[config.mk]
export PLATFORM = sky130hd
export DESIGN_NAME = aes_byte_state_sequencer_flat
export DESIGN_NICKNAME = d
export VERILOG_FILES = /design/src/rtl/aes_byte_state_sequencer_if.sv /design/src/rtl/aes_byte_state_sequencer.sv /design/src/flat_wrapper.sv
export SDC_FILE = /design/constraint.sdc
export NUM_CORES = 1
export LEC_CHECK = 0
export ABC_AREA = 1
export ABC_CLOCK_PERIOD_IN_PS = 2500
export CORE_AREA = 2 2 157 159
export CTS_BUF_LIST = sky130_fd_sc_hd__clkbuf_4
export DETAILED_ROUTE_END_ITERATION = 12
export DIE_AREA = 0 0 159 161
export GPL_TIMING_DRIVEN = 0
export PLACE_DENSITY = 0.65
export SYNTH_ARGS = -nofsm -noshare
export SYNTH_HDL_FRONTEND = slang
export SYNTH_SLANG_ARGS = --single-unit
[constraint.sdc]
create_clock -name clk -period 2.5 [get_ports clk]
set_input_delay 0.625 -clock clk [delete_from_list [all_inputs] [get_ports clk]]
set_output_delay 0.625 -clock clk [all_outputs]
set_load 0.03 [all_outputs]
[src/rtl/aes_byte_state_sequencer_if.sv]
// Byte-pair handshake bundle between the AES state/key source, the
// byte-state sequencer and the masked AddRoundKey byte slice.
// slave  : sequencer side
// master : driver / upstream-downstream side
interface aes_byte_state_sequencer_if #(
  parameter int IDXW = 4
);
  logic            in_valid;
  logic            in_ready;
  logic [7:0]      in_state;
  logic [7:0]      in_key;
  logic            in_mask1;
  logic            in_mask2;
  logic            flush;
  logic            out_valid;
  logic            out_ready;
  logic [7:0]      out_state;
  logic [7:0]      out_key;
  logic [IDXW-1:0] out_idx;
  logic            out_last;
  logic            mask1;
  logic            mask2;
  logic            busy;

  modport slave (
    input  in_valid, in_state, in_key, in_mask1, in_mask2, flush, out_ready,
    output in_ready, out_valid, out_state, out_key, out_idx, out_last,
           mask1, mask2, busy
  );

  modport master (
    output in_valid, in_state, in_key, in_mask1, in_mask2, flush, out_ready,
    input  in_ready, out_valid, out_state, out_key, out_idx, out_last,
           mask1, mask2, busy
  );
endinterface

[src/rtl/aes_byte_state_sequencer.sv]
// Byte-serial buffer feeding the masked AddRoundKey byte slice.
// Loads one NBYTES-byte state block plus its round-key bytes, then replays
// them one pair per cycle with the block masks held constant.
// Optional macro AES_SEQ_STORE_MASKED_EN: state bytes are stored (and
// emitted) already XORed with the block's mask1 replicated over 8 bits.
//
// state  | meaning
// LOAD   | accepting byte pairs into mem[wr_cnt]; outputs idle
// STREAM | presenting mem[rd_cnt] downstream; input closed
module aes_byte_state_sequencer #(
  parameter int NBYTES = 16,
  parameter int IDXW   = 4
) (
  input logic                       clk,
  input logic                       rst,
  aes_byte_state_sequencer_if.slave bus
);
  typedef enum logic {
    LOAD   = 1'b0,
    STREAM = 1'b1
  } state_t;

  localparam logic [IDXW-1:0] LAST_IDX = IDXW'(NBYTES - 1);
  localparam logic [IDXW-1:0] ONE      = IDXW'(1);

  state_t          state_q, state_d;
  logic [IDXW-1:0] wr_cnt_q, wr_cnt_d;
  logic [IDXW-1:0] rd_cnt_q, rd_cnt_d;
  logic            mask1_q, mask1_d;
  logic            mask2_q, mask2_d;
  logic            wr_en;
  logic [15:0]     wr_data;
  logic [15:0]     mem [NBYTES];
  logic            streaming;

  // Next-state, counter and mask update; flush wins over any handshake.
  always_comb begin
    state_d  = state_q;
    wr_cnt_d = wr_cnt_q;
    rd_cnt_d = rd_cnt_q;
    mask1_d  = mask1_q;
    mask2_d  = mask2_q;
    wr_en    = 1'b0;
    wr_data  = {bus.in_state, bus.in_key};
    case (state_q)
      LOAD: begin
        if (bus.in_valid) begin
          wr_en = 1'b1;
          if (wr_cnt_q == '0) begin
            mask1_d = bus.in_mask1;
            mask2_d = bus.in_mask2;
          end
`ifdef AES_SEQ_STORE_MASKED_EN
          // mask1_d is the live input on byte 0, the latched mask otherwise
          wr_data[15:8] = bus.in_state ^ {8{mask1_d}};
`endif
          if (wr_cnt_q == LAST_IDX) begin
            wr_cnt_d = '0;
            state_d  = STREAM;
          end else begin
            wr_cnt_d = wr_cnt_q + ONE;
          end
        end
      end
      STREAM: begin
        if (bus.out_ready) begin
          if (rd_cnt_q == LAST_IDX) begin
            rd_cnt_d = '0;
            state_d  = LOAD;
          end else begin
            rd_cnt_d = rd_cnt_q + ONE;
          end
        end
      end
      default: state_d = LOAD;
    endcase
    if (bus.flush) begin
      state_d  = LOAD;
      wr_cnt_d = '0;
      rd_cnt_d = '0;
      mask1_d  = mask1_q;
      mask2_d  = mask2_q;
      wr_en    = 1'b0;
    end
  end

  // Control registers with synchronous reset.
  always_ff @(posedge clk) begin
    if (rst) begin
      state_q  <= LOAD;
      wr_cnt_q <= '0;
      rd_cnt_q <= '0;
      mask1_q  <= 1'b0;
      mask2_q  <= 1'b0;
    end else begin
      state_q  <= state_d;
      wr_cnt_q <= wr_cnt_d;
      rd_cnt_q <= rd_cnt_d;
      mask1_q  <= mask1_d;
      mask2_q  <= mask2_d;
    end
  end

  // Byte-pair storage; contents are never cleared, only gated on output.
  always_ff @(posedge clk) begin
    if (wr_en && !rst) begin
      mem[wr_cnt_q] <= wr_data;
    end
  end

  assign streaming     = (state_q == STREAM);
  assign bus.in_ready  = !streaming;
  assign bus.out_valid = streaming;
  assign bus.out_state = streaming ? mem[rd_cnt_q][15:8] : 8'h00;
  assign bus.out_key   = streaming ? mem[rd_cnt_q][7:0]  : 8'h00;
  assign bus.out_idx   = streaming ? rd_cnt_q : '0;
  assign bus.out_last  = streaming && (rd_cnt_q == LAST_IDX);
  assign bus.mask1     = mask1_q;
  assign bus.mask2     = mask2_q;
  assign bus.busy      = streaming || (wr_cnt_q != '0);
endmodule
[src/flat_wrapper.sv]
// flat-port wrapper written by rule: the top's interface ports become plain ports
module aes_byte_state_sequencer_flat 
#(
  parameter int NBYTES = 16,
  parameter int IDXW   = 4
)
  (clk, rst, bus_in_valid, bus_in_state, bus_in_key, bus_in_mask1, bus_in_mask2, bus_flush, bus_out_ready, bus_in_ready, bus_out_valid, bus_out_state, bus_out_key, bus_out_idx, bus_out_last, bus_mask1, bus_mask2, bus_busy);
  aes_byte_state_sequencer_if #(.IDXW(IDXW)) bus_i ();
  input logic clk;
  input logic rst;
  input wire logic [$bits(bus_i.in_valid)-1:0] bus_in_valid;
  input wire logic [$bits(bus_i.in_state)-1:0] bus_in_state;
  input wire logic [$bits(bus_i.in_key)-1:0] bus_in_key;
  input wire logic [$bits(bus_i.in_mask1)-1:0] bus_in_mask1;
  input wire logic [$bits(bus_i.in_mask2)-1:0] bus_in_mask2;
  input wire logic [$bits(bus_i.flush)-1:0] bus_flush;
  input wire logic [$bits(bus_i.out_ready)-1:0] bus_out_ready;
  output wire logic [$bits(bus_i.in_ready)-1:0] bus_in_ready;
  output wire logic [$bits(bus_i.out_valid)-1:0] bus_out_valid;
  output wire logic [$bits(bus_i.out_state)-1:0] bus_out_state;
  output wire logic [$bits(bus_i.out_key)-1:0] bus_out_key;
  output wire logic [$bits(bus_i.out_idx)-1:0] bus_out_idx;
  output wire logic [$bits(bus_i.out_last)-1:0] bus_out_last;
  output wire logic [$bits(bus_i.mask1)-1:0] bus_mask1;
  output wire logic [$bits(bus_i.mask2)-1:0] bus_mask2;
  output wire logic [$bits(bus_i.busy)-1:0] bus_busy;
  assign bus_i.in_valid = bus_in_valid;
  assign bus_i.in_state = bus_in_state;
  assign bus_i.in_key = bus_in_key;
  assign bus_i.in_mask1 = bus_in_mask1;
  assign bus_i.in_mask2 = bus_in_mask2;
  assign bus_i.flush = bus_flush;
  assign bus_i.out_ready = bus_out_ready;
  assign bus_in_ready = bus_i.in_ready;
  assign bus_out_valid = bus_i.out_valid;
  assign bus_out_state = bus_i.out_state;
  assign bus_out_key = bus_i.out_key;
  assign bus_out_idx = bus_i.out_idx;
  assign bus_out_last = bus_i.out_last;
  assign bus_mask1 = bus_i.mask1;
  assign bus_mask2 = bus_i.mask2;
  assign bus_busy = bus_i.busy;
  aes_byte_state_sequencer #(.NBYTES(NBYTES), .IDXW(IDXW)) u_core (.clk(clk), .rst(rst), .bus(bus_i));
endmodule
==> results of run 1 <==
## layer usage
layer | up-vias | GRT usage [%] | wire, um
met5 | - | 0 | 0
met4 | 0 | 9.46 | 1170
met3 | 82 | 6.09 | 2210
met2 | 334 | 39.6 | 14900
met1 | 3985 | 29.9 | 12400
li1 | 3942 | - | -
## power breakdown
group          total, mW  internal [mW]  switching [mW]
combinational      0.204         0.0565           0.148
sequential          4.98           4.98         0.00558
clock               3.83           2.11            1.72
## what timing repair did
item / in CTS / in global routing
endpoints found under the setup margin: 170 / 151
pin swaps: 22 / 28
cloned: 2 / 4
gates resized for setup: 312 / 88
buffers inserted: 0 / 4
## cells by family after synthesis
family	Yosys count
buffers and inverters	199
flip-flops	271
XOR/XNOR	2
AND/OR/NAND/NOR	602
adder cells (fa/ha/maj)	5
AO/OA/AOI/OAI	28
## flip-flops by register name (all words and copies together), names as in the netlist, named ones only
signal and count:
u_core.mem 256, u_core.rd_cnt_q 4, u_core.wr_cnt_q 4, u_core.bus.mask1 1
u_core.bus.mask2 1, u_core.bus.out_valid 1
## stage by stage
stage / setup slack [ns] / std cells / hold WS, ns
final: -0.319 / 1615 / 0.469
after floorplan: 0.217 / 1107 / 0.477
after global routing: -0.390 / 1615 / 0.482
after detailed placement: -1.22 / 1482 / 0.458
after global placement: -1.22 / 1479 / 0.452
after CTS: -0.318 / 1606 / 0.468
## worst reg2reg max path, delay by kind of cell, from the launching register on
family	cells	cell delay, ns
flops	1	0.39
simple gates	4	0.99
buf+inv	3	0.38
## cell type report
type | instances | area [um2]
Timing Repair Buffer | 61 | 734
Antenna cell | 1 | 2.50
Fill cell | 2005 | 9360
Clock buffer | 111 | 833
Inverter | 147 | 568
Multi-Input combinational cell | 637 | 3470
Tap cell | 324 | 405
Clock inverter | 11 | 67.6
Sequential cell | 271 | 8000
Buffer | 52 | 531
## worst max path at each step
stage,to,cells past startpoint
floorplan,bus_out_key[6],3
global placement,u_core.mem[6][4]$_DFFE_PP_,6
detailed placement,u_core.mem[5][4]$_DFFE_PP_,6
CTS,bus_out_key[4],9
global route,bus_out_key[4],9
finish,bus_out_key[6],10
## cells in the final DEF, fill, tap and decap left out, types with 2 or more instances in the layout
cell,instances
nand3_2,60
ha_1,5
buf_6,34
a21oi_4,11
nand3_1,89
clkbuf_4,118
xor2_1,2
buf_8,12
clkbuf_16,4
nor2_4,14
buf_12,4
clkinv_1,7
nor2_2,3
nand2_1,389
nor2_1,8
dfxtp_2,3
clkdlybuf4s50_1,24
buf_2,3
nand4_1,3
buf_4,9
clkbuf_2,7
clkdlybuf4s15_2,2
o21ai_0,4
nand2_4,2
inv_2,6
a21oi_2,5
dlygate4sd2_1,4
nand2_2,22
inv_6,2
edfxtp_1,256
a21oi_1,6
dfxtp_1,11
nand3_4,12
inv_1,140
==> results.tsv, run 1 <==
stage	metric	value	unit
critical_path	crit-path cells	inv_6 -> buf_12 -> buf_8 -> nand2_1 -> nand2_1 -> nand2_1 -> nand3_2 -> nand3_4 -> a21oi_4 -> buf_6	
global_route	Congestion Overflow GR	0	
pwr	P per Cell Area	617	nW/um2
synth	Syn Nets	1135	
synth	share of the synthesized area in the top cell type	66.9	%
sta	worst slew pin tran	0.978	ns
synth	cells after synthesis	1107	
sta	period utilisation layout	113	%
sta	slew margin rel.	34.6	%
clock_network	cts bufs inserted	72	
pwr	LEAKAGE	6.03	nW
synth	Mean Syn Cell Area	10.4	um2
place	Cell Area, Placed	12400	um2
critical_path	crit-path max cell delay	0.38	ns
detailed_routing	via density per instance	5.17	
floorplanning	die height	161	um
detailed_routing	DRC	0	
critical_path	Reg2Reg Depth	7	
finish	post-route cell area	14600	um2
worst_hold_path	Tightest Hold Check Type	register to register	
clock_network	CTS tree	yes	
critical_path	kind of cell adding the most delay to the critical path	buffers and inverters	
critical_path	R2R setup slack	0.36	ns
synth	Synth Area in Simple Gates	21.6	%
global_route	antenna violations before repair	1	
pwr	Peak VDD IR	0.539	mV
finish	layout cells sized above 1	26.3	%
finish	synthesis-to-finish area growth	27.1	%
floorplanning	core area	24000	um2
floorplanning	io pins	49	
sta	Layout Skew	0.0223	ns
pwr	Total Power	9.01	mW
synth	top-count cell post-synth	nand2_1	
global_route	largest net degree at the start of global routing	18	
synth	FF+latch count, synth	271	
detailed_routing	WL final	30700	um
critical_path	crit-path max FO	5	
floorplanning	Starting Density	48.0	%
global_route	first-pass GRT wire length	44900	um
synth	multiplexer share of the synthesized area	0	%
synth	Netlist cell types	21	
floorplanning	die span in x	159	um
detailed_routing	Antenna Violating Nets Remaining	0	
critical_path	crit path DAT	2.19	ns
worst_hold_path	Hold Path Cell Cnt	2	
clock_network	Reg clk slew, reported paths	0.06	ns
outcome	run status	finished with violations	
synth	Synthesis Warnings	0	
place	IO buf count	48	
synth	largest cells by area after synthesis	edfxtp_1 67%, nand2_1 13%, nand3_1 7.0%	
place	post-DP HPWL	19100	um
detailed_routing	Wirelength per Cell	19.0	um
critical_path	crit path launch type	register	
detailed_routing	initial drt markers	769	
clock_network	CTS sink count	271	
synth	top_reg_cell synth	edfxtp_1	
sta	RSZ-0062 raised after global routing	yes	
sta	setup ws final	-0.319	ns
clock_network	root buf cell	clkbuf_4	
critical_path	Critical Path RT	1.88	ns
global_route	gr usage total	23.7	%
clock_network	Clock Latency Late Sink	0.66	ns
critical_path	Worst setup EP type	output port	
sta	FMAX	355	MHz
sta	TNS Setup	-4.65	ns
sta	Final min period	2.82	ns
global_route	vias in the first global route	8021	
detailed_routing	First-pass DRT Iterations	5	
synth	post-synthesis sequential area ratio	69.5	%
synth	largest family of logic cells by synthesized area	simple AND/OR/NAND/NOR gates	
clock_network	Max clock buf depth	3	
synth	Adder-Cell Fraction of Synth Area	0.544	%
synth	xor-xnor portion of the synthesized cell area	0.152	%
sta	Slew Viols, Final	0	
critical_path	R2R Path End	u_core.mem[1][6]$_DFFE_PP_	
floorplanning	num rows	57	
finish	fin nets	1270	
worst_hold_path	Worst Hold End	u_core.bus.mask2$_SDFFE_PP0P_	
detailed_routing	total number of vias	8343	
synth	biggest area consumer among synthesized cells	edfxtp_1	
outcome	failing checks	negative setup slack	
critical_path	Crit Path Category	register to output port	
synth	Synth Area in Compound Gates	1.27	%
critical_path	CP dominant cell by count	nand2_1	
finish	Util after Layout	61.0	%
clock_network	H-tree depth	3	
sta	final setup violation count	16	
critical_path	Buf/Inv on CP	4	
place	RePlAce Congestion	0.883	
worst_hold_path	Hold Path Origin	u_core.bus.mask2$_SDFFE_PP0P_	
synth	Async S/R FF share, synth	0	%
synth	most frequent cells after synthesis	411 x nand2_1, 256 x edfxtp_1, 161 x nand3_1, 143 x inv_1, 34 x buf_2	
critical_path	Slowest cell on crit path	dfxtp_4	
clock_network	CTS Hold Buffers Added	0	
synth	Post-synth EDFFs	256	
job	max-cap violations	0	
floorplanning	DIE AREA	25600	um2
synth	Cell Area, Synth	11500	um2
sta	final hold violation count	0	
critical_path	worst r2r src	u_core.bus.out_valid$_SDFF_PP0_	
No activity file was read; power rests on OpenSTA's default activity.
==> run 2: changes to the inputs <==
--- a/config.mk
+++ b/config.mk
@@ -9,10 +9,12 @@
 export ABC_CLOCK_PERIOD_IN_PS = 2500
 export CORE_AREA = 2 2 157 159
 export CTS_BUF_LIST = sky130_fd_sc_hd__clkbuf_4
+export CTS_CLUSTER_SIZE = 8
 export DETAILED_ROUTE_END_ITERATION = 12
 export DIE_AREA = 0 0 159 161
+export DONT_BUFFER_PORTS = 1
 export GPL_TIMING_DRIVEN = 0
-export PLACE_DENSITY = 0.65
+export PLACE_DENSITY = 0.62
 export SYNTH_ARGS = -nofsm -noshare
 export SYNTH_HDL_FRONTEND = slang
 export SYNTH_SLANG_ARGS = --single-unit
==> run 2 against run 1 <==
The run still ends with negative setup slack left. Largest cell class unchanged. Count of clock-buffer cells in the layout down 7. Critical endpoint is now bus_out_key[0]. Sequential cell count unchanged. Design area down 3.5%. Maximum frequency up 1.6%. Clock power down 5%.
==> results.tsv, run 2 (synthesis results as in run 1) <==
stage	metric	value	unit
clock_network	Max clock buf depth	3	
finish	post-route cell area	14100	um2
floorplanning	die span in x	159	um
place	IO buf count	0	
detailed_routing	Wirelength per Cell	19.6	um
sta	Min Hold Slack	0.0354	ns
critical_path	R2R Path End	u_core.mem[3][10]$_DFFE_PP_	
outcome	failing checks	negative setup slack	
clock_network	cts bufs inserted	71	
critical_path	Critical Path RT	1.88	ns
worst_hold_path	Tightest Hold Check Type	input pin to register	
critical_path	crit-path cells	inv_6 -> buf_12 -> clkbuf_16 -> nand2_2 -> nand2_2 -> nand2_1 -> nand3_2 -> nand3_2 -> a21oi_4	
detailed_routing	WL final	30700	um
detailed_routing	initial drt markers	715	
clock_network	root buf cell	clkbuf_4	
global_route	first-pass GRT wire length	46100	um
finish	synthesis-to-finish area growth	22.6	%
detailed_routing	total number of vias	8076	
critical_path	crit path launch type	register	
detailed_routing	First-pass DRT Iterations	6	
finish	area taken by multi-input logic gates	3520	um2
global_route	largest net degree at the start of global routing	18	
finish	FF/Latch Area	7990	um2
finish	commonest non-fill, non-tap cells in the layout	392 x nand2_1, 256 x edfxtp_1, 140 x inv_1	
sta	FMAX	361	MHz
critical_path	kind of cell adding the most delay to the critical path	simple AND/OR/NAND/NOR gates	
critical_path	Buf/Inv on CP	3	
worst_hold_path	Hold Path Origin	bus_in_key[4]	
pwr	LEAKAGE	5.74	nW
worst_hold_path	Hold Path Cell Cnt	0	
sta	RSZ-0062 raised after global routing	yes	
clock_network	CTS tree	yes	
detailed_routing	Antenna Violating Nets Remaining	0	
floorplanning	io pins	49	
sta	Slew Viols, Final	0	
finish	fin nets	1224	
clock_network	H-tree depth	3	
global_route	Congestion Overflow GR	0	
global_route	antenna violations before repair	1	
place	post-DP HPWL	19200	um
critical_path	worst r2r src	u_core.bus.out_valid$_SDFF_PP0_	
critical_path	Worst setup EP type	output port	
finish	Regs by FF count	u_core.mem x256, u_core.rd_cnt_q x4, u_core.wr_cnt_q x4	
floorplanning	die height	161	um
pwr	Peak VDD IR	0.350	mV
critical_path	Slowest cell on crit path	dfxtp_4	
critical_path	crit path DAT	2.15	ns
place	Cell Area, Placed	12000	um2
critical_path	crit-path max cell delay	0.38	ns
sta	slew margin rel.	40.2	%
floorplanning	Starting Density	48.0	%
place	RePlAce Congestion	0.890	
sta	final hold violation count	0	
sta	TNS Setup	-4.00	ns
critical_path	R2R setup slack	0.16	ns
finish	layout cells sized above 1	25.4	%
global_route	vias in the first global route	8001	
clock_network	CTS sink count	271	
clock_network	Reg clk slew, reported paths	0.06	ns
floorplanning	DIE AREA	25600	um2
detailed_routing	via density per instance	5.15	
critical_path	Reg2Reg Depth	8	
finish	Largest Register	u_core.mem	
global_route	gr usage total	24.4	%
critical_path	crit-path max FO	7	
sta	worst slew pin tran	0.897	ns
sta	Final min period	2.77	ns
sta	Layout Skew	0.0280	ns
worst_hold_path	Worst Hold End	u_core.mem[4][4]$_DFFE_PP_	
finish	Fillers	2029	
sta	setup ws final	-0.274	ns
detailed_routing	DRC	0	
pwr	P per Cell Area	618	nW/um2
job	max-cap violations	0	
critical_path	Crit Path Category	register to output port	
floorplanning	num rows	57	
finish	Util after Layout	58.8	%
sta	period utilisation layout	111	%
finish	max reg flops	256	
sta	final setup violation count	16	
critical_path	WP depth	9	
floorplanning	core area	24000	um2
outcome	run status	finished with violations	
finish	leading cell type in the layout, fill and taps excluded	nand2_1	
clock_network	Clock Latency Late Sink	0.69	ns
==> run 2: area by class of cell <==
| type | count | share of cell area (%) |
|---|---|---|
| sequential | 271 | 56.7 |
| multi-input combinational | 637 | 24.9 |
| clock buffer | 104 | 5.54 |
| inverter | 147 | 4.03 |
| buffer | 52 | 3.94 |
| tap | 324 | 2.88 |
| timing repair buffer | 16 | 1.51 |
| clock inverter | 17 | 0.453 |
| antenna | 1 | 0.0177 |
==> run 2: power breakdown <==
part / internal (mW) / switching [mW]
Clock: 1.90 / 1.75
Combinational: 0.0282 / 0.0559
Sequential: 4.97 / 0.00895
==> run 2: how the worst max path moves through the flow <==
stage / start / to / slack, ns
4_1_cts: register / bus_out_state[3] / -0.30
6_report: register / bus_out_key[0] / -0.27
2_1_floorplan: u_core.bus.out_valid$_SDFF_PP0_ / bus_out_key[6] / 0.22
3_3_place_gp: bus_flush / u_core.mem[6][15]$_DFFE_PP_ / -0.63
5_1_grt: register / bus_out_state[1] / -0.36
3_5_place_dp: bus_flush / u_core.mem[1][4]$_DFFE_PP_ / -0.67
==> run 2: per-stage QoR <==
stage	total power [mW]	worst slack, ns	cells
after floorplan	5.12	0.217	1107
after global routing	9.02	-0.360	1569
final	8.72	-0.274	1569
after CTS	8.77	-0.298	1565
after detailed placement	5.14	-0.666	1438
after global placement	5.14	-0.632	1431
==> run 2: layer usage <==
metal  up-vias  GRT usage, %  part of all wire (%)
met5         -             0                     0
met4         0          10.5                   3.2
met3        66          5.26                   7.6
met2       318          40.3                    49
met1      3844          31.4                    40
li1       3848             -                     -
==> run 2: worst reg2reg max path, stage by stage (launching register included) <==
cell and delay, ns:
dfxtp_2 0.42, inv_6 0.24, nand2_4 0.10, inv_2 0.10, nand2_1 0.06, inv_2 0.10
nand2_2 0.11, nor2_1 0.68, buf_6 0.25
==> run 2: repair_timing <==
item / 4_1_cts / 5_1_grt
hold buffers: 5 / 0
endpoints found under the hold margin: 6 / 0
gates cloned: 1 / 2
buffers inserted: 0 / 1
resized for setup: 197 / 86
setup endpoints to repair: 111 / 119
pin swaps: 19 / 43
==> run 3: changes to the inputs <==
--- a/config.mk
+++ b/config.mk
@@ -5,15 +5,15 @@
 export SDC_FILE = /design/constraint.sdc
 export NUM_CORES = 1
 export LEC_CHECK = 0
-export ABC_AREA = 1
 export ABC_CLOCK_PERIOD_IN_PS = 2500
-export CORE_AREA = 2 2 157 159
+export CORE_AREA = 2 2 150 152
 export CTS_BUF_LIST = sky130_fd_sc_hd__clkbuf_4
 export CTS_CLUSTER_SIZE = 8
 export DETAILED_ROUTE_END_ITERATION = 12
-export DIE_AREA = 0 0 159 161
+export DIE_AREA = 0 0 152 154
 export DONT_BUFFER_PORTS = 1
 export GPL_TIMING_DRIVEN = 0
+export HOLD_SLACK_MARGIN = 0.06
 export PLACE_DENSITY = 0.62
 export SYNTH_ARGS = -nofsm -noshare
 export SYNTH_HDL_FRONTEND = slang
==> run 3 against run 2 <==
Via count shrank 35%. Maximum frequency shrank 6.6%. Worst setup slack lost 0.20 ns. Global-route usage shrank 5.2 points. The flow still finishes with violations (negative setup slack). Sequential cell count is the same. Highest routed layer is now met5. Power shrank 1.6%. Worst hold slack gained 0.10 ns. Die area shrank 8.6%. Largest power group unchanged. Register-to-register slack gained 0.14 ns.
==> results.tsv, run 3 <==
stage	metric	value	unit
outcome	run status	finished with violations	
outcome	failing checks	negative setup slack	
global_route	first-pass GRT wire length	32900	um
synth	Async S/R FF share, synth	0	%
pwr	Peak VDD IR	0.286	mV
detailed_routing	total number of vias	5217	
clock_network	CTS tree	yes	
synth	top_reg_cell synth	edfxtp_1	
finish	synthesis-to-finish area growth	20.8	%
synth	Syn Nets	526	
pwr	LEAKAGE	3.91	nW
critical_path	crit-path max FO	7	
sta	final setup violation count	16	
finish	commonest non-fill, non-tap cells in the layout	256 x edfxtp_1, 94 x clkbuf_4, 62 x mux4_2	
floorplanning	die span in x	152	um
critical_path	Slowest cell on crit path	o211ai_1	
global_route	largest net degree at the start of global routing	17	
synth	most frequent cells after synthesis	256 x edfxtp_1, 62 x mux4_2, 36 x mux2i_1, 24 x nor2_1	
sta	RSZ-0062 raised after global routing	yes	
sta	worst slew pin tran	0.813	ns
clock_network	Max clock buf depth	3	
clock_network	root buf cell	clkbuf_4	
sta	slew margin rel.	45.6	%
finish	Fillers	1628	
synth	Mean Syn Cell Area	21.0	um2
sta	setup ws final	-0.471	ns
sta	TNS Setup	-6.81	ns
synth	Netlist cell types	30	
synth	cells after synthesis	498	
synth	biggest area consumer among synthesized cells	edfxtp_1	
sta	Layout Skew	0.0387	ns
floorplanning	num rows	54	
place	post-place setup slack	-0.348	ns
detailed_routing	via density per instance	5.59	
critical_path	crit path DAT	2.35	ns
synth	FF+latch count, synth	271	
synth	share of the synthesized area in the top cell type	73.4	%
finish	fin nets	632	
global_route	Congestion Overflow GR	0	
place	RePlAce Congestion	0.809	
global_route	vias in the first global route	5710	
synth	top-count cell post-synth	edfxtp_1	
critical_path	Crit Path Category	register to output port	
critical_path	Critical Path RT	1.88	ns
critical_path	crit-path max cell delay	0.66	ns
global_route	gr usage total	19.2	%
finish	leading cell type in the layout, fill and taps excluded	edfxtp_1	
floorplanning	die height	154	um
sta	FMAX	337	MHz
floorplanning	core area	21700	um2
sta	period utilisation layout	119	%
sta	Slew Viols, Final	0	
sta	Final min period	2.97	ns
worst_hold_path	Tightest Hold Check Type	input pin to register	
clock_network	Reg clk slew, reported paths	0.07	ns
floorplanning	io pins	49	
finish	layout cells sized above 1	41.5	%
critical_path	Buf/Inv on CP	2	
synth	Synthesis Warnings	0	
critical_path	kind of cell adding the most delay to the critical path	compound AO/OA/AOI/OAI gates	
detailed_routing	WL final	21800	um
sta	final hold violation count	0	
detailed_routing	Antenna Violating Nets Remaining	0	
job	max-cap violations	0	
clock_network	H-tree depth	3	
detailed_routing	First-pass DRT Iterations	4	
detailed_routing	DRC	0	
clock_network	cts bufs inserted	68	
pwr	Total Power	8.58	mW
place	IO buf count	0	
critical_path	crit path launch type	register	
pwr	P per Cell Area	678	nW/um2
synth	Post-synth EDFFs	256	
critical_path	crit-path cells	buf_12 -> buf_12 -> mux2i_1 -> a22oi_2 -> a22oi_1 -> o211ai_1	
global_route	antenna violations before repair	2	
detailed_routing	initial drt markers	395	
critical_path	CP dominant cell by count	buf_12	
floorplanning	DIE AREA	23400	um2
synth	largest cells by area after synthesis	edfxtp_1 73%, mux4_2 13%, mux2i_1 3.4%	
synth	post-synthesis sequential area ratio	76.2	%
critical_path	Worst setup EP type	output port	
place	post-DP HPWL	14100	um
finish	Largest Register	u_core.mem	
clock_network	CTS sink count	271	
synth	Cell Area, Synth	10500	um2
finish	Regs by FF count	u_core.mem x256, u_core.rd_cnt_q x4, u_core.wr_cnt_q x4	
detailed_routing	Wirelength per Cell	23.3	um
clock_network	Clock Latency Late Sink	0.67	ns
finish	max reg flops	256	
floorplanning	Starting Density	48.3	%
[run 3: final cells by class]
type / instances / area, um2 / share of cell area, %
timing repair buffer: 39 / 445 / 3.52
antenna: 1 / 2.50 / 0.0198
multi-input combinational: 199 / 2830 / 22.3
tap: 280 / 350 / 2.77
clock inverter: 26 / 125 / 0.988
buffer: 22 / 206 / 1.63
clock buffer: 93 / 698 / 5.51
sequential: 271 / 8000 / 63.2
inverter: 3 / 11.3 / 0.0890
[run 3: metal layers]
layer	part of all wire, %	track usage, %
met1	40	23.6
met2	52	32.7
met3	6.2	5.02
met4	1.6	7.34
met5	0.060	0
[run 3: kinds of logic after synthesis]
kind of cell | share of synthesized area, %
adders and majority gates | 0.597
buffers and inverters | 1.62
AOI/OAI and AO/OA | 1.56
and+or+nand+nor | 2.89
xor gates and xnor gates | 0.334
DFF | 76.2
muxes | 16.8
[run 3: repair_timing]
item	CTS	global route
hold buffers	17	0
setup endpoints to repair	22	18
gates resized for setup	83	18
hold endpoints to repair	258	0
buffers inserted	6	0
pin swaps	3	3
gates cloned	0	0
[run 3: worst paths after layout]
check,from,end,slack (ns),cells after the start
setup / recovery,register,bus_out_key[2],-0.47,6
hold / removal,bus_in_mask2,u_core.bus.mask2$_SDFFE_PP0P_,0.14,2
setup reg to reg,u_core.bus.out_valid$_SDFF_PP0_,u_core.mem[11][7]$_DFFE_PP_,0.30,5
hold reg to reg,u_core.wr_cnt_q[1]$_SDFFE_PP0P_,u_core.wr_cnt_q[1]$_SDFFE_PP0P_,0.54,2
[run 3: per-stage QoR]
step | area [um2] | hold slack (ns) | utilization [%] | cells
floorplan | 10500 | 0.476 | - | 498
global placement | 10800 | 0.499 | 50.0 | 778
detailed placement | 11100 | 0.523 | 51.3 | 794
CTS | 12600 | 0.104 | 58.0 | 934
global route | 12700 | 0.121 | 58.4 | 934
finish | 12700 | 0.138 | 58.4 | 934
[run 3: where the power goes]
group	total (mW)	leakage, nW	internal, mW	switching [mW]
Clock	3.47	0.494	1.83	1.64
Combinational	0.130	0.992	0.0384	0.0916
Sequential	4.98	2.43	4.97	0.00781
